===== config.mk =====
export PLATFORM = sky130hd
export DESIGN_NAME = sensor_conditioner
export DESIGN_NICKNAME = d
export VERILOG_FILES = /design/src/rtl/sensor_conditioner.sv
export SDC_FILE = /design/constraint.sdc
export NUM_CORES = 1
export LEC_CHECK = 0
export BUFFER_PORTS_ARGS = -buffer_cell sky130_fd_sc_hd__buf_4
export CAP_MARGIN = 20
export CORE_UTILIZATION = 40
export DETAILED_ROUTE_END_ITERATION = 7
export GPL_TIMING_DRIVEN = 0
export SKIP_LAST_GASP = 1
export SLEW_MARGIN = 20
export SYNTH_ARGS = -nofsm -noshare
export SYNTH_HDL_FRONTEND = slang
export SYNTH_SLANG_ARGS = --single-unit

===== constraint.sdc =====
create_clock -name clk -period 3.6 [get_ports clk]
set_input_delay 0.36 -clock clk [delete_from_list [all_inputs] [get_ports clk]]
set_output_delay 0.36 -clock clk [all_outputs]
set_load 0.01 [all_outputs]

===== src/rtl/sensor_conditioner.sv =====
// Purpose: conditions raw vehicle-loop sensor pins into clean levels and latched service requests.
// Latency: sensor_db follows a stable raw change after 2 sync + DEBOUNCE_CYCLES cycles; request rises PRESENCE_CYCLES+1 cycles after sensor_db.
// Backpressure: none; a request is held until the consumer pulses clear for that channel.
//
// Ports:
//   clk          10 kHz system clock
//   reset        synchronous, active-high reset
//   sensor_raw   asynchronous raw sensor pins, 1 = vehicle present (bit 0 TH, 1 NN, 2 NS)
//   clear        one-cycle per-channel pulse: demand has been served
//   sensor_db    debounced sensor level
//   request      latched, qualified service demand
//   any_request  OR of request, registered and cycle-aligned with request
module sensor_conditioner #(
    parameter int NUM_SENSORS     = 3,
    parameter int DEBOUNCE_CYCLES = 200,
    parameter int PRESENCE_CYCLES = 20000,
    parameter int CNT_W           = 16
) (
    input  logic                   clk,
    input  logic                   reset,
    input  logic [NUM_SENSORS-1:0] sensor_raw,
    input  logic [NUM_SENSORS-1:0] clear,
    output logic [NUM_SENSORS-1:0] sensor_db,
    output logic [NUM_SENSORS-1:0] request,
    output logic                   any_request
);

    typedef enum logic [1:0] {
        ST_IDLE    = 2'd0,
        ST_QUALIFY = 2'd1,
        ST_PENDING = 2'd2
    } qual_state_t;

    localparam logic [CNT_W-1:0] DB_LAST = CNT_W'(DEBOUNCE_CYCLES - 1);
    localparam logic [CNT_W-1:0] PR_LAST = CNT_W'(PRESENCE_CYCLES - 1);

    // Two-flop synchronizer; sync_s is the first metastability-safe copy.
    logic [NUM_SENSORS-1:0] sync_meta;
    logic [NUM_SENSORS-1:0] sync_s;

    always_ff @(posedge clk) begin
        if (reset) begin
            sync_meta <= '0;
            sync_s    <= '0;
        end else begin
            sync_meta <= sensor_raw;
            sync_s    <= sync_meta;
        end
    end

    // Next-state request vector, used to register any_request in step with request.
    logic [NUM_SENSORS-1:0] request_nxt;

    for (genvar i = 0; i < NUM_SENSORS; i++) begin : g_ch

        // ---------------- debounce ----------------
        logic [CNT_W-1:0] dcnt;
        logic             db_q;

        // dcnt counts consecutive cycles the synchronized level disagrees with
        // the accepted level; any agreement restarts the count.
        always_ff @(posedge clk) begin
            if (reset) begin
                dcnt <= '0;
                db_q <= 1'b0;
            end else if (sync_s[i] == db_q) begin
                dcnt <= '0;
            end else if (dcnt == DB_LAST) begin
                db_q <= sync_s[i];
                dcnt <= '0;
            end else begin
                dcnt <= dcnt + 1'b1;
            end
        end

        assign sensor_db[i] = db_q;

        // ---------------- presence qualifier ----------------
        qual_state_t      state_q, state_d;
        logic [CNT_W-1:0] pcnt_q, pcnt_d;
        logic             req_q, req_d;

        always_comb begin
            state_d = state_q;
            pcnt_d  = pcnt_q;
            req_d   = req_q;
            case (state_q)
                ST_IDLE: begin
                    pcnt_d = '0;
                    req_d  = 1'b0;
                    if (db_q) begin
                        state_d = ST_QUALIFY;
                    end
                end
                ST_QUALIFY: begin
                    req_d = 1'b0;
                    if (!db_q) begin
                        state_d = ST_IDLE;
                        pcnt_d  = '0;
                    end else if (clear[i]) begin
                        // A clear arriving on the completion cycle also lands
                        // here, so it suppresses that request.
                        pcnt_d = '0;
                    end else if (pcnt_q == PR_LAST) begin
                        state_d = ST_PENDING;
                        req_d   = 1'b1;
                        pcnt_d  = '0;
                    end else begin
                        pcnt_d = pcnt_q + 1'b1;
                    end
                end
                ST_PENDING: begin
                    // Held regardless of sensor level: the vehicle may have
                    // moved off the loop but is still owed service.
                    req_d = 1'b1;
                    if (clear[i]) begin
                        req_d   = 1'b0;
                        pcnt_d  = '0;
                        state_d = db_q ? ST_QUALIFY : ST_IDLE;
                    end
                end
                default: begin
                    state_d = ST_IDLE;
                    pcnt_d  = '0;
                    req_d   = 1'b0;
                end
            endcase
        end

        always_ff @(posedge clk) begin
            if (reset) begin
                state_q <= ST_IDLE;
                pcnt_q  <= '0;
                req_q   <= 1'b0;
            end else begin
                state_q <= state_d;
                pcnt_q  <= pcnt_d;
                req_q   <= req_d;
            end
        end

        assign request[i]     = req_q;
        assign request_nxt[i] = req_d;
    end

    always_ff @(posedge clk) begin
        if (reset) begin
            any_request <= 1'b0;
        end else begin
            any_request <= |request_nxt;
        end
    end

endmodule

# Yosys cells after proc, flatten, opt, wreduce, memory -nomap -nowiden
# Index checks and enable logic that the tools add are counted.
[word_totals] ff_bits=115 input_bits=8 wordCells=118
[op_classes] add_sub_neg=6 eq_ne=27 muxes=51 n_bitwise=3 reduce_logical=13
[ops] operator="$mux W16" n=12
[ops] operator="$add A16 B1 Y16 const B" n=6
[ops] operator="$pmux W16 S2" n=3
[ops] operator="$eq A16 B15 Y1 const B" n=3
[ops] operator="$eq A16 B8 Y1 const B" n=3
[ops] operator="$mux W2" n=15
[ops] operator="$ne A3 B3 Y1 const B" n=6
[ops] operator="$pmux W2 S3" n=3
[ops] operator="$mux W1" n=15
[ops] operator="$ne A2 B2 Y1 const B" n=6
[ops] operator="$reduce_and A4 Y1" n=3
[ops] operator="$reduce_or A3 Y1" n=4
[ops] operator="$eq A2 B1 Y1 const B" n=3
[ops] operator="$eq A2 B2 Y1 const B" n=3
[ops] operator="$logic_not A2 Y1" n=3
[ops] operator="$pmux W1 S2" n=3
[ops] operator="$reduce_and A2 Y1" n=3
[ops] operator="$eq A1 B1 Y1" n=3
[ops] operator="$not A1 Y1" n=3

# Longest topological paths before layout
[depth] ltp_word=6 mapped_depth=8

# Worst setup path after synthesis
# No wires, ideal clock.
[synth_path] kind="register to register" start="reg g_ch[2].pcnt_q[0]" end="reg g_ch[2].pcnt_q[12]" t_arrival_ns=1.957 slack_ns=1.580 stages_incl_launch_ff=7 n_path_buf=0 cell_sequence="dfxtp_1 ha_1 nand4_1 nor4_4 or3_2 or4_2 nand3_1"
[synth_between] elab_chain_cells=5 elab_cells_between_ends=6 cone_classes="add/sub: 1; eq/ne: 1; mux: 4"
[synth_lines] element="start, declared" line_no="80" source="logic [CNT_W-1:0] pcnt_q, pcnt_d;"
[synth_lines] element="start signal, assigned" line_no="137" source="pcnt_q <= pcnt_d;"
[synth_lines] element="$add A16 B1 Y16 / $eq A16 B15 Y1 (equally long branches)" line_no="109, 104"
[synth_lines] element="$mux W16 (*)" line_no="104" source="end else if (pcnt_q == PR_LAST) begin"
[synth_lines] element="$mux W16 (*)" line_no="100" source="end else if (clear[i]) begin"
[synth_lines] element="$mux W16 (*)" line_no="97" source="if (!db_q) begin"
[synth_lines] element="$pmux W16 S2 (*)" line_no="87" source="case (state_q)"
# Every way passes the cells marked *; elsewhere a longest branch is shown, timed or not.
# A chain may end at the register's enable or synchronous reset.

# Worst setup path after layout
[layout_path] start="reg g_ch[2].dcnt[11]" end="reg g_ch[2].dcnt[10]"
[layout_between] elab_chain_cells=2
[layout_lines] element="start, declared" line_no="57" source="logic [CNT_W-1:0] dcnt;"
[layout_lines] element="start signal, assigned" line_no="72" source="dcnt <= dcnt + 1'b1;"
[layout_lines] element="$eq A16 B8 Y1" line_no="68" source="end else if (dcnt == DB_LAST) begin"
[layout_lines] element="$reduce_or A3 Y1 (no line)"
# Every way passes these cells.

==> impl_results.md <==
- Final Critical Period: 2.324 ns
- WHS Endpoint: sync_meta[2]
- Port Buffer Count: 14
- First DRT Iteration DRCs: 211
- Crit path required time: 3.90 ns
- Top Ports: 15
- Initial antenna violation count: 0
- # H-tree levels: 4
- Synth Register Bits: 115
- Warnings from Yosys: 0
- Final setup fails: 0
- Antenna viol nets, final: 0
- Clk Latency, worst-skew pair: 0.41 ns
- Hold Slack: 0.1741 ns
- Initial core utilization: 41.39%
- CP max stage delay: 0.54 ns
- Max Slew Vio Count: 0
- Reg area: 2302 um2
- Setup Buffers After CTS: 0
- Clk buf depth: 2
- Register area share after synthesis: 41.67%
- Peak supply drop: 0.3260 mV
- Sequential power share: 39.8%
- Post-synth ARST share: 0%
- CTS tree: built
- Largest net degree at the start of global routing: 17
- P_int: 2.621 mW
- WP data arrival: 2.63 ns
- Multi-input logic area: 3048 um2
- Die height: 119.5 um
- EDFF count, synth: 0
- Die Wd: 119.5 um
- Crit Path Class: register to register
- Switching share of power: 19.11%
- Die area: 14290 um2
- Worst-path maximum fanout: 10
- Reg2Reg Setup Slack: 1.28 ns
- PwrDens: 497.0 nW/um2
- Vias per cell: 5.260
- DP Wirelength: 8.046 mm
- Layout Area Growth over Synthesis: 18.00%
- Hold_sp: sensor_raw[2]
- Ant. Diodes: 0
- CTS Root Buffer Type: clkbuf_16
- Worst r2r dst: g_ch[2].dcnt[10]
- DR vias: 4613
- Post-synth cell types: 46
- Setup Skew: 0.007909 ns
- Drt wl/cell: 12.90 um
- Psw: 619.1 uW
- Site Rows: 42
- Routed wire length: 11.31 mm
- FF-to-FF Start: g_ch[2].dcnt[11]
- Cell breakdown of the critical path: or4_1 -> nor4_1 -> or3_1 -> clkbuf_1 -> buf_2 -> nor2_1
- Routability congestion estimate: 0.8230
- Final Hold Viols: 0
- Drt pass-1 iters: 4
- CTS resizes: 0
- CTS clk-pin slew, worst paths: 0.05 ns
- Post-CTS Hold Fix Bufs: 0
- Drt drc: 0
- Main flop type after synthesis: dfxtp_1
- Worst hold stages: 2
- Min-Delay Path Class: primary input to register
- CP max-delay cell: nor4_1
- Setup TNS: 0 ns
- Nets: 714
- Post-Syn Area: 5525 um2
- Slew Limit Headroom: 54.77%
- Fillers: 1299
- Core ar.: 13350 um2
- GRT Residual Overflow: 0
- First-pass GRT wire length: 20.42 mm
- Max Freq: 0.4302 GHz
- Cells after synthesis: 655
- GR Util All Layers: 17.74%
- Slew @ Worst Pin: 0.6690 ns
- Worst R2R Path Depth: 6
- Clock power share: 58.3%
- CTS Buf Count: 17
- Sink Count: 115
- Status: completed
- Syn Area/Cell: 8.436 um2
- Fraction of final layout cells sized beyond drive strength 1: 8.845%
- RSZ-0062 raised after global routing: false
- Post-Synthesis Net Count: 681
- Comb pwr share: 2.0%
- CP Launch Type: register
- Vias in the first global route: 4517
- Fin crit share: 64.56%
- Max_cap viols: 0
- Leak pwr: 2.261 nW
- CP endpoint kind: register
## how the worst max path moves through the flow
stage / startpoint / endpoint / cells after the start
detailed placement: g_ch[2].dcnt[11] / g_ch[2].dcnt[10] / 6
global placement: g_ch[2].dcnt[11] / g_ch[2].dcnt[8] / 6
CTS: g_ch[2].dcnt[11] / g_ch[2].dcnt[12] / 6
floorplan: g_ch[2].pcnt_q[0] / g_ch[2].pcnt_q[12] / 6
global route: g_ch[1].pcnt_q[0] / g_ch[1].pcnt_q[0] / 8
finish: g_ch[2].dcnt[11] / g_ch[2].dcnt[10] / 6
## sequential cells by signal, summed over array words and instances, names as in the netlist
| name | count |
|---|---|
| g_ch.dcnt | 48 |
| g_ch.pcnt_q | 48 |
| g_ch.req_q | 3 |
| g_ch.state_q | 6 |
| g_ch.db_q | 3 |
| sync_meta | 3 |
| sync_s | 3 |
| any_request | 1 |
## cell usage in the layout (no fill, tap or decap), drive strengths merged, types with 11 or more instances in the layout
cell type | synthesis | routed
a21oi | 21 | 21
a31oi | 14 | 14
and3 | 14 | 14
and4 | 13 | 13
buf | 8 | 22
clkbuf | 21 | 43
dfxtp | 115 | 115
ha | 18 | 18
inv | 11 | 11
nand2 | 51 | 51
nand3 | 53 | 53
nand4 | 23 | 23
nor2 | 99 | 99
nor2b | 14 | 14
nor3 | 12 | 12
o21ai | 20 | 20
or3 | 17 | 17
xnor2 | 21 | 21
xor2 | 41 | 41
## worst max-delay path: cells and delay by family, from the launching register on
kind / cells / cell delay (ns)
buffers and inverters: 2 / 0.54
and+or+nand+nor: 4 / 1.35
DFF: 1 / 0.33
## cell usage after synthesis, types with 11 or more instances
cell      number  area, um2
nor3_1        12      60.06
dfxtp_1      115       2302
a31oi_1       14      87.58
ha_1          18      225.2
nand4_1       23      143.9
inv_1         11      41.29
and3_1        13      81.33
nand3_1       53      265.3
nand2_1       51      191.4
or3_1         16      100.1
and4_1        13      113.9
o21ai_0       19      95.09
xnor2_1       21      183.9
xor2_1        41      359.1
nor2b_1       14      87.58
a21oi_1       20      100.1
clkbuf_1      21      78.83
nor2_1        99      371.6
## through the flow
step | setup slack [ns] | utilization (%) | cells | instance area (um2) | power [mW]
after floorplan | 1.580 | - | 655 | 5525 | 1.356
after global placement | 1.298 | 43.83 | 845 | 5851 | 1.377
after detailed placement | 1.236 | 43.83 | 845 | 5851 | 1.379
after CTS | 1.229 | 48.85 | 877 | 6520 | 3.280
after global routing | 0.9868 | 48.85 | 877 | 6520 | 3.351
final | 1.276 | 48.85 | 877 | 6520 | 3.240
## cells by family after synthesis
family / Yosys count / share of synthesized area, %
adders and majority gates: 18 / 4.076
buffers and inverters: 40 / 3.170
DFF: 115 / 41.67
muxes: 6 / 1.087
and+or+nand+nor: 350 / 33.56
xor gates and xnor gates: 62 / 9.828
AOI/OAI and AO/OA: 64 / 6.612
## layer usage
layer	vias to the layer above	part of all wire, %	track usage (%)
met2	57	48	29.70
met3	22	3.3	5.133
li1	2362	-	-
met5	-	0	0
met1	2172	47	20.96
met4	0	2.2	7.969
## power groups by stage
stage	Sequential (mW)	Clock (mW)	Combinational (mW)
floorplan	1.31	0	0.0429
global placement	1.31	0	0.0627
detailed placement	1.32	0	0.0644
CTS	1.29	1.93	0.0646
global route	1.29	1.99	0.0739
finish	1.29	1.89	0.0636
## layout make-up
class | count | area share [%]
Multi-Input combinational cell | 500 | 46.75
Sequential cell | 115 | 35.31
Clock buffer | 22 | 7.580
Tap cell | 176 | 3.377
Clock inverter | 10 | 2.687
Buffer | 29 | 2.053
Timing Repair Buffer | 14 | 1.612
Inverter | 11 | 0.6333
(Power assumes the default switching activity.)
